## src/rtl/pipe_core_param_if.sv

```systemverilog
// pipe_core_param_if: instruction valid/ready handshake, writeback observation
// and debug read bundle for pipe_core_param (master = source/tb, slave = core).
interface pipe_core_param_if #(
  parameter int XLEN = 8,
  parameter int NREG = 8
);
  localparam int RW = $clog2(NREG);
  localparam int IW = 2 + 2 * RW;

  logic            in_valid;
  logic [IW-1:0]   in_instr;
  logic            in_ready;
  logic            wb_valid;
  logic [RW-1:0]   wb_rd;
  logic [XLEN-1:0] wb_data;
  logic            wb_zero;
  logic [RW-1:0]   dbg_addr;
  logic [XLEN-1:0] dbg_data;

  modport master (
    output in_valid, in_instr, dbg_addr,
    input  in_ready, wb_valid, wb_rd, wb_data, wb_zero, dbg_data
  );

  modport slave (
    input  in_valid, in_instr, dbg_addr,
    output in_ready, wb_valid, wb_rd, wb_data, wb_zero, dbg_data
  );
endinterface

```

## src/rtl/pipe_core_param.sv

```systemverilog
// pipe_core_param: IF/ID -> ID -> EX -> WB integer pipeline, ADD/SUB/SLL/AND.
// Ports: clk, rst (async high), bus (slave). PIPE_FWD_EN: EX/WB->EX forwarding.
module pipe_core_param #(
  parameter int XLEN = 8,
  parameter int NREG = 8
) (
  input  logic clk,
  input  logic rst,
  pipe_core_param_if.slave bus
);
  localparam int RW = $clog2(NREG);
  localparam int IW = 2 + 2 * RW;

  typedef enum logic [1:0] {
    OP_ADD = 2'b00,
    OP_SUB = 2'b01,
    OP_SLL = 2'b10,
    OP_AND = 2'b11
  } op_e;

  logic [XLEN-1:0] rf [NREG];

  logic            fd_v;
  logic [IW-1:0]   fd_instr;

  logic            de_v;
  op_e             de_op;
  logic [RW-1:0]   de_rd;
  logic [RW-1:0]   de_rs2;
  logic [XLEN-1:0] de_a;
  logic [XLEN-1:0] de_b;

  logic            ew_v;
  logic [RW-1:0]   ew_rd;
  logic [XLEN-1:0] ew_data;
  logic            ew_zero;

  op_e             id_op;
  logic [RW-1:0]   id_rd;
  logic [RW-1:0]   id_rs2;
  logic            id_use2;
  logic [XLEN-1:0] id_a;
  logic [XLEN-1:0] id_b;
  logic            stall;

  logic [XLEN-1:0] ex_a;
  logic [XLEN-1:0] ex_b;
  logic [XLEN-1:0] ex_res;

  assign id_op   = op_e'(fd_instr[IW-1:IW-2]);
  assign id_rd   = fd_instr[2*RW-1:RW];
  assign id_rs2  = fd_instr[RW-1:0];
  assign id_use2 = (id_op != OP_SLL);

  // WB writes at the end of this cycle; hand its value straight to ID.
  assign id_a = (ew_v && ew_rd == id_rd)  ? ew_data : rf[id_rd];
  assign id_b = (ew_v && ew_rd == id_rs2) ? ew_data : rf[id_rs2];

`ifdef PIPE_FWD_EN
  logic de_use2;

  assign stall = 1'b0;
  assign ex_a  = (ew_v && ew_rd == de_rd) ? ew_data : de_a;
  assign ex_b  = (de_use2 && ew_v && ew_rd == de_rs2)
               ? ew_data : de_b;

  always_ff @(posedge clk or posedge rst) begin
    if (rst) de_use2 <= 1'b0;
    else     de_use2 <= id_use2;
  end
`else
  // Producer one ahead: wait a cycle so the regfile bypass covers it.
  assign stall = fd_v && de_v &&
                 (id_rd == de_rd || (id_use2 && id_rs2 == de_rd));
  assign ex_a  = de_a;
  assign ex_b  = de_b;
`endif

  assign bus.in_ready = !rst && !stall;

  always_comb begin
    ex_res = '0;
    unique case (de_op)
      OP_ADD: ex_res = ex_a + ex_b;
      OP_SUB: ex_res = ex_a - ex_b;
      OP_SLL: ex_res = ex_a << de_rs2;
      OP_AND: ex_res = ex_a & ex_b;
    endcase
  end

  always_ff @(posedge clk or posedge rst) begin
    if (rst) begin
      fd_v     <= 1'b0;
      fd_instr <= '0;
      de_v     <= 1'b0;
      de_op    <= OP_ADD;
      de_rd    <= '0;
      de_rs2   <= '0;
      de_a     <= '0;
      de_b     <= '0;
      ew_v     <= 1'b0;
      ew_rd    <= '0;
      ew_data  <= '0;
      ew_zero  <= 1'b0;
    end else begin
      if (!stall) begin
        fd_v     <= bus.in_valid;
        fd_instr <= bus.in_instr;
      end
      de_v    <= fd_v && !stall;
      de_op   <= id_op;
      de_rd   <= id_rd;
      de_rs2  <= id_rs2;
      de_a    <= id_a;
      de_b    <= id_b;
      ew_v    <= de_v;
      ew_rd   <= de_rd;
      ew_data <= ex_res;
      ew_zero <= (ex_res == '0);
    end
  end

  always_ff @(posedge clk or posedge rst) begin
    if (rst) begin
      for (int i = 0; i < NREG; i++) rf[i] <= XLEN'(i);
    end else if (ew_v) begin
      rf[ew_rd] <= ew_data;
    end
  end

  assign bus.wb_valid = ew_v;
  assign bus.wb_rd    = ew_rd;
  assign bus.wb_data  = ew_data;
  assign bus.wb_zero  = ew_zero;
  assign bus.dbg_data = rf[bus.dbg_addr];
endmodule

```

## src/flat_wrapper.sv

```systemverilog
// flat-port wrapper written by rule: the top's interface ports become plain ports
module pipe_core_param_flat 
#(
  parameter int XLEN = 8,
  parameter int NREG = 8
)
  (clk, rst, bus_in_valid, bus_in_instr, bus_dbg_addr, bus_in_ready, bus_wb_valid, bus_wb_rd, bus_wb_data, bus_wb_zero, bus_dbg_data);
  pipe_core_param_if #(.XLEN(XLEN), .NREG(NREG)) bus_i ();
  input  logic clk;
  input  logic rst;
  input wire logic [$bits(bus_i.in_valid)-1:0] bus_in_valid;
  input wire logic [$bits(bus_i.in_instr)-1:0] bus_in_instr;
  input wire logic [$bits(bus_i.dbg_addr)-1:0] bus_dbg_addr;
  output wire logic [$bits(bus_i.in_ready)-1:0] bus_in_ready;
  output wire logic [$bits(bus_i.wb_valid)-1:0] bus_wb_valid;
  output wire logic [$bits(bus_i.wb_rd)-1:0] bus_wb_rd;
  output wire logic [$bits(bus_i.wb_data)-1:0] bus_wb_data;
  output wire logic [$bits(bus_i.wb_zero)-1:0] bus_wb_zero;
  output wire logic [$bits(bus_i.dbg_data)-1:0] bus_dbg_data;
  assign bus_i.in_valid = bus_in_valid;
  assign bus_i.in_instr = bus_in_instr;
  assign bus_i.dbg_addr = bus_dbg_addr;
  assign bus_in_ready = bus_i.in_ready;
  assign bus_wb_valid = bus_i.wb_valid;
  assign bus_wb_rd = bus_i.wb_rd;
  assign bus_wb_data = bus_i.wb_data;
  assign bus_wb_zero = bus_i.wb_zero;
  assign bus_dbg_data = bus_i.dbg_data;
  pipe_core_param #(.XLEN(XLEN), .NREG(NREG)) u_core (.clk(clk), .rst(rst), .bus(bus_i));
endmodule
```

## config.mk

```make
export PLATFORM = sky130hd
export DESIGN_NAME = pipe_core_param_flat
export DESIGN_NICKNAME = d
export VERILOG_FILES = /design/src/rtl/pipe_core_param_if.sv /design/src/rtl/pipe_core_param.sv /design/src/flat_wrapper.sv
export SDC_FILE = /design/constraint.sdc
export NUM_CORES = 1
export LEC_CHECK = 0
export CELL_PAD_IN_SITES_DETAIL_PLACEMENT = 1
export CELL_PAD_IN_SITES_GLOBAL_PLACEMENT = 1
export CORE_ASPECT_RATIO = 2
export CORE_MARGIN = 2
export CORE_UTILIZATION = 45
export DETAILED_ROUTE_END_ITERATION = 8
export GPL_TIMING_DRIVEN = 0
export PLACE_DENSITY_LB_ADDON = 0.2
export SLEW_MARGIN = 10
export SYNTH_ARGS = -nofsm -noshare
export SYNTH_HDL_FRONTEND = slang
export SYNTH_SLANG_ARGS = --single-unit
```

## constraint.sdc

```tcl
create_clock -name clk -period 4.89 [get_ports clk]
set_input_delay 1.467 -clock clk [delete_from_list [all_inputs] [get_ports clk]]
set_output_delay 1.467 -clock clk [all_outputs]
set_load 0.01 [all_outputs]
```

# Word level (Yosys, flattened, before mapping)
# Index checks and enable logic that the tools add are counted.
[totals]
ff_bits = 111
wordCells = 69
input_bits = 14
[classes]
n_lt_le_gt_ge = 5
addsub = 2
reduce_logical = 13
n_eq_ne = 8
shifts = 1
n_mux = 15
bitwise = 5
[ops]
columns = ["operator", "n"]
rows = [
  ["8-bit binary-select mux with 3-bit select", 3],
  ["8-bit two-way mux", 9],
  ["64-bit bitwise mux", 1],
  ["8-bit case mux with 4 select lines", 1],
  ["8-bit demux with 3-bit select", 1],
  ["4-bit >= comparator (second input constant)", 4],
  ["3-bit inverter with 4-bit output", 4],
  ["3-bit == test", 4],
  ["8-bit adder", 1],
  ["8-bit AND", 1],
  ["1-bit logical AND", 8],
  ["8-bit zero test", 1],
  ["8-bit by 3-bit left shift with 8-bit output", 1],
  ["8-bit subtractor", 1],
  ["2-bit == test (second input constant)", 2],
  ["4-bit by 1-bit < comparator with 1-bit output (second input constant)", 1],
  ["2-bit by 1-bit == test with 1-bit output (second input constant)", 1],
  ["1-bit zero test", 2],
  ["2-bit zero test", 1],
  ["2-bit != test (second input constant)", 1],
  ["1-bit logical OR", 1],
]

# Longest topological paths before layout
# Gate-level depths: netlist of run 1.
[logic_depth]
depth_word = 6
ltp_mapped = 12
depth_no_buf = 12

# Worst setup path before layout of run 1
# OpenSTA, ideal clock, no wires.
[synth_path]
path_kind = "input port to output port"
startpoint = "input bus_dbg_addr[0]"
endpoint = "output bus_dbg_data[3]"
path_buffers = 2
required_time_ps = 3423
t_arrival_ps = 2802
path_slack_ps = 621
path_stages = 4
cell_sequence = "buf_2 buf_2 mux4_2 mux2_2"
[synth_via]
elab_chain_len = 4
[synth_rtl]
columns = ["item", "line_no", "rtl"]
rows = [
  ["start, declared", "flat_wrapper.sv:13", "input wire logic [$bits(bus_i.dbg_addr)-1:0] bus_dbg_addr;"],
  ["3-bit inverter with 4-bit output (not written as such)", "pipe_core_param.sv:135", "assign bus.dbg_data = rf[bus.dbg_addr];"],
  ["8-bit binary-select mux with 3-bit select", "pipe_core_param.sv:135", ""],
  ["8-bit two-way mux (not written as such) (2 in a row)", "pipe_core_param.sv:135", ""],
  ["end, declared", "flat_wrapper.sv:19", "output wire logic [$bits(bus_i.dbg_data)-1:0] bus_dbg_data;"],
]
# No other way between the ends. The select of a mux whose other input is x is not followed.

# Worst setup path after layout of run 1
[layout_path]
startpoint = "input bus_dbg_addr[1]"
endpoint = "output bus_dbg_data[5]"
# The elaborated chain is that of the path after synthesis.

==> out/qor.txt, run 1 <==
Critical Path AT -> 3.31 ns
Ys Warns -> 0
Slew headroom -> 35.56%
Tightest Hold Check Type -> flop to flop
Initial Util -> 45.76%
RePlAce Congestion -> 0.8297
WL per Instance -> 23.66 um
N_diodes -> 0
Clk root buf -> clkbuf_16
Worst reg2reg path depth -> 12
Critical path endpoint category -> output port
R2r setup slk -> 1.25 ns
Post-synthesis net count -> 489
Pleak -> 2.999 nW
# clock sinks -> 111
CTS Buf Count -> 9
Outcome -> completed
Seq pwr share -> 36.9%
Post-synth top flop -> dfrtp_1
Nets@finish -> 533
Critical R2R Launch -> u_core.de_b[1]$_DFF_PP0_
CP required -> 3.42 ns
Pint -> 2.867 mW
Tcrit/Tclk final -> 97.65%
Worst hold stages -> 0
Clock Path Buffers -> 2
Total power -> 4.593 mW
Hold EP -> u_core.de_rd[0]$_DFF_PP0_
Clock share of power -> 16.2%
GRT Total Usage -> 23.39%
Die X -> 88.04 um
Post-synth cell types -> 46
Die area -> 15150 um2
Area growth syn-to-layout -> 14.15%
DP HPWL -> 12670 um
Setup Fix Bufs, Post-CTS -> 0
Crit Path Category -> primary input to output port
CP Max Fanout -> 10
Final hold violations -> 0
Cts-stage hold buffer count -> 0
Final Max Tran Viols -> 0
H-Tree Depth -> 3
Post-cts resize count -> 2
Worst-Margin Slew -> 0.9623 ns
RSZ-0062 raised after global routing -> false
DRC errors left -> 0
Peak Freq -> 0.2094 GHz
Hold wc startpoint -> u_core.fd_instr[3]$_DFFE_PP0N_
Die Y -> 172.1 um
Post-synth EDFFs -> 0
Mapped Cells -> 465
Vias in the first global route -> 4714
Max cap viols -> 0
Synth Cell Area -> 6356 um2
Net Switching -> 1.726 mW
First-pass GRT wire length -> 25870 um
Routed WL -> 16630 um
Largest net degree at the start of global routing -> 82
Clock latency on the worst-skew pair -> 0.36 ns
Initial antenna violation count -> 0
Row Count -> 61
Tmin final -> 4.775 ns
Final setup skew -> 0.01141 ns
Worst setup SP type -> primary input
Drt pass-1 iters -> 4
Global route total overflow -> 0
CTS tree -> done
Final setup TNS -> 0 ns
FF-to-FF End -> u_core.bus.wb_zero$_DFF_PP0_
Average size of a mapped cell -> 13.67 um2
Sequential cell area -> 2793 um2
Comb power frac -> 46.9%
Vias post-DR -> 4162
Post-synth ARST share -> 100.0%
Num ports -> 36
Seq/Total Area, Yosys -> 43.94%
Switch share -> 37.59%
Fill cells -> 1424
Initial drt markers -> 167
IO Port Bufs -> 32
Via-to-Cell Ratio -> 5.920
Count of state elements after synthesis -> 111
Layout cells sized above 1 -> 36.19%
Final setup viols -> 0
Area occupied by multi-input gates -> 3364 um2
PD cells -> 633.0 nW/um2
Clock-pin slew on the worst setup and hold paths -> 0.08 ns
Core area -> 13890 um2
Post-route ant nets -> 0
Peak VDD IR -> 0.2705 mV
==> state kept, by name, indices dropped and copies added, names as in the netlist, 2 cells and up <==
register and flops:
u_core.de_rs2 3, u_core.de_b 8, u_core.rf 64, u_core.de_a 8, u_core.de_rd 3, u_core.de_op 2, u_core.bus.wb_data 8, u_core.bus.wb_rd 3
u_core.fd_instr 8
==> Yosys cell counts (all sizes together), types with 4 or more instances <==
cell type  instances  area (um2)
dfrtp             99        2477
mux2              82       923.4
mux4              52        1171
nor2              27       101.4
mux2i             26       260.3
a21oi             25       125.1
buf               23       118.9
xnor2             16       140.1
clkbuf            13       50.04
dfstp             12       315.3
ha                 9       112.6
inv                8       30.03
xor2               8       70.07
nand2              7       26.28
o21ai              7       35.03
nand2b             6       37.54
nand3              4       20.02
nand4              4       25.02
nor3               4       30.03
nor3b              4       40.03
==> how the worst max path moves through the flow <==
stage	start	endpoint	slack, ns
4_1_cts	bus_dbg_addr[1]	bus_dbg_data[5]	0.03
3_5_place_dp	bus_dbg_addr[1]	bus_dbg_data[5]	-0.22
6_report	bus_dbg_addr[1]	bus_dbg_data[5]	0.12
5_1_grt	bus_dbg_addr[1]	bus_dbg_data[6]	0.05
2_1_floorplan	rst	u_core.bus.wb_data[0]$_DFF_PP0_	0.51
3_3_place_gp	rst	u_core.rf[49]$_DFFE_PP0P_	-1.10
==> logic make-up after synthesis <==
kind of cell | count (synthesis) | synth area share [%]
flip-flops | 111 | 43.94
buffers and inverters | 44 | 3.130
AO/OA/AOI/OAI | 49 | 4.705
multiplexers | 160 | 37.05
AND/OR/NAND/NOR | 67 | 5.788
adder cells (fa/ha/maj) | 10 | 2.087
XOR/XNOR | 24 | 3.307
==> final cells by class <==
type | instances | area share (%)
clock inverters | 5 | 0.6380
well taps | 189 | 3.259
clock buffers | 11 | 3.501
inverters | 8 | 0.4828
repair buffers | 33 | 4.794
plain buffers | 36 | 2.466
flip-flops and latches | 111 | 38.49
multi-input cells | 310 | 46.37
==> critical path, cell delays in order <==
cell and delay (ns):
buf_1 0.35, clkbuf_4 0.37, mux4_2 0.34, mux2_2 0.29, clkdlybuf4s50_1 0.48
==> cell usage in the layout (no fill, tap or decap), types with 4 or more instances in the layout <==
| cell type | count |
|---|---|
| xor2_1 | 8 |
| clkbuf_1 | 12 |
| nand3_1 | 4 |
| nand2b_1 | 6 |
| mux2_2 | 82 |
| nand4_1 | 4 |
| clkdlybuf4s50_1 | 32 |
| a21oi_1 | 25 |
| nand2_1 | 7 |
| buf_1 | 8 |
| dfstp_2 | 12 |
| o21ai_0 | 7 |
| nor2_1 | 27 |
| dfrtp_1 | 99 |
| inv_1 | 7 |
| mux2i_1 | 26 |
| clkbuf_16 | 10 |
| ha_1 | 9 |
| mux4_2 | 52 |
| buf_2 | 10 |
| xnor2_1 | 16 |
==> per-layer routing <==
metal | vias to the layer above | global-route usage (%) | wire [um]
met5 | - | 0 | 0
met4 | 0 | 12.45 | 799
li1 | 1845 | - | -
met3 | 56 | 2.673 | 276
met2 | 79 | 43.54 | 9561
met1 | 2182 | 25.09 | 5993
==> per-stage QoR <==
step	std cells	util [%]	instance area [um2]	hold slack (ns)	setup WS [ns]
2_1_floorplan	465	-	6356	0.3478	0.5122
3_3_place_gp	686	49.77	6913	0.3520	-1.101
3_5_place_dp	687	50.00	6945	0.3638	-0.2223
4_1_cts	703	52.19	7249	0.3797	0.02917
5_1_grt	703	52.23	7256	0.3955	0.04952
6_report	703	52.23	7256	0.3813	0.1152
==> power groups by stage <==
stage	Sequential, mW	Combinational (mW)	Clock [mW]
after floorplan	1.58	1.56	0
after global placement	1.64	2.07	0
after detailed placement	1.70	2.14	0
after CTS	1.69	2.16	0.760
after global routing	1.74	2.32	0.797
final	1.69	2.15	0.744
No activity file was read; power rests on OpenSTA's default activity.
==> inputs of run 2 (changes only) <==
Settings changed: HOLD_SLACK_MARGIN set to 0.05.
==> results of run 2 <==
Final layout, timing and power as in run 1 (identical DEF).
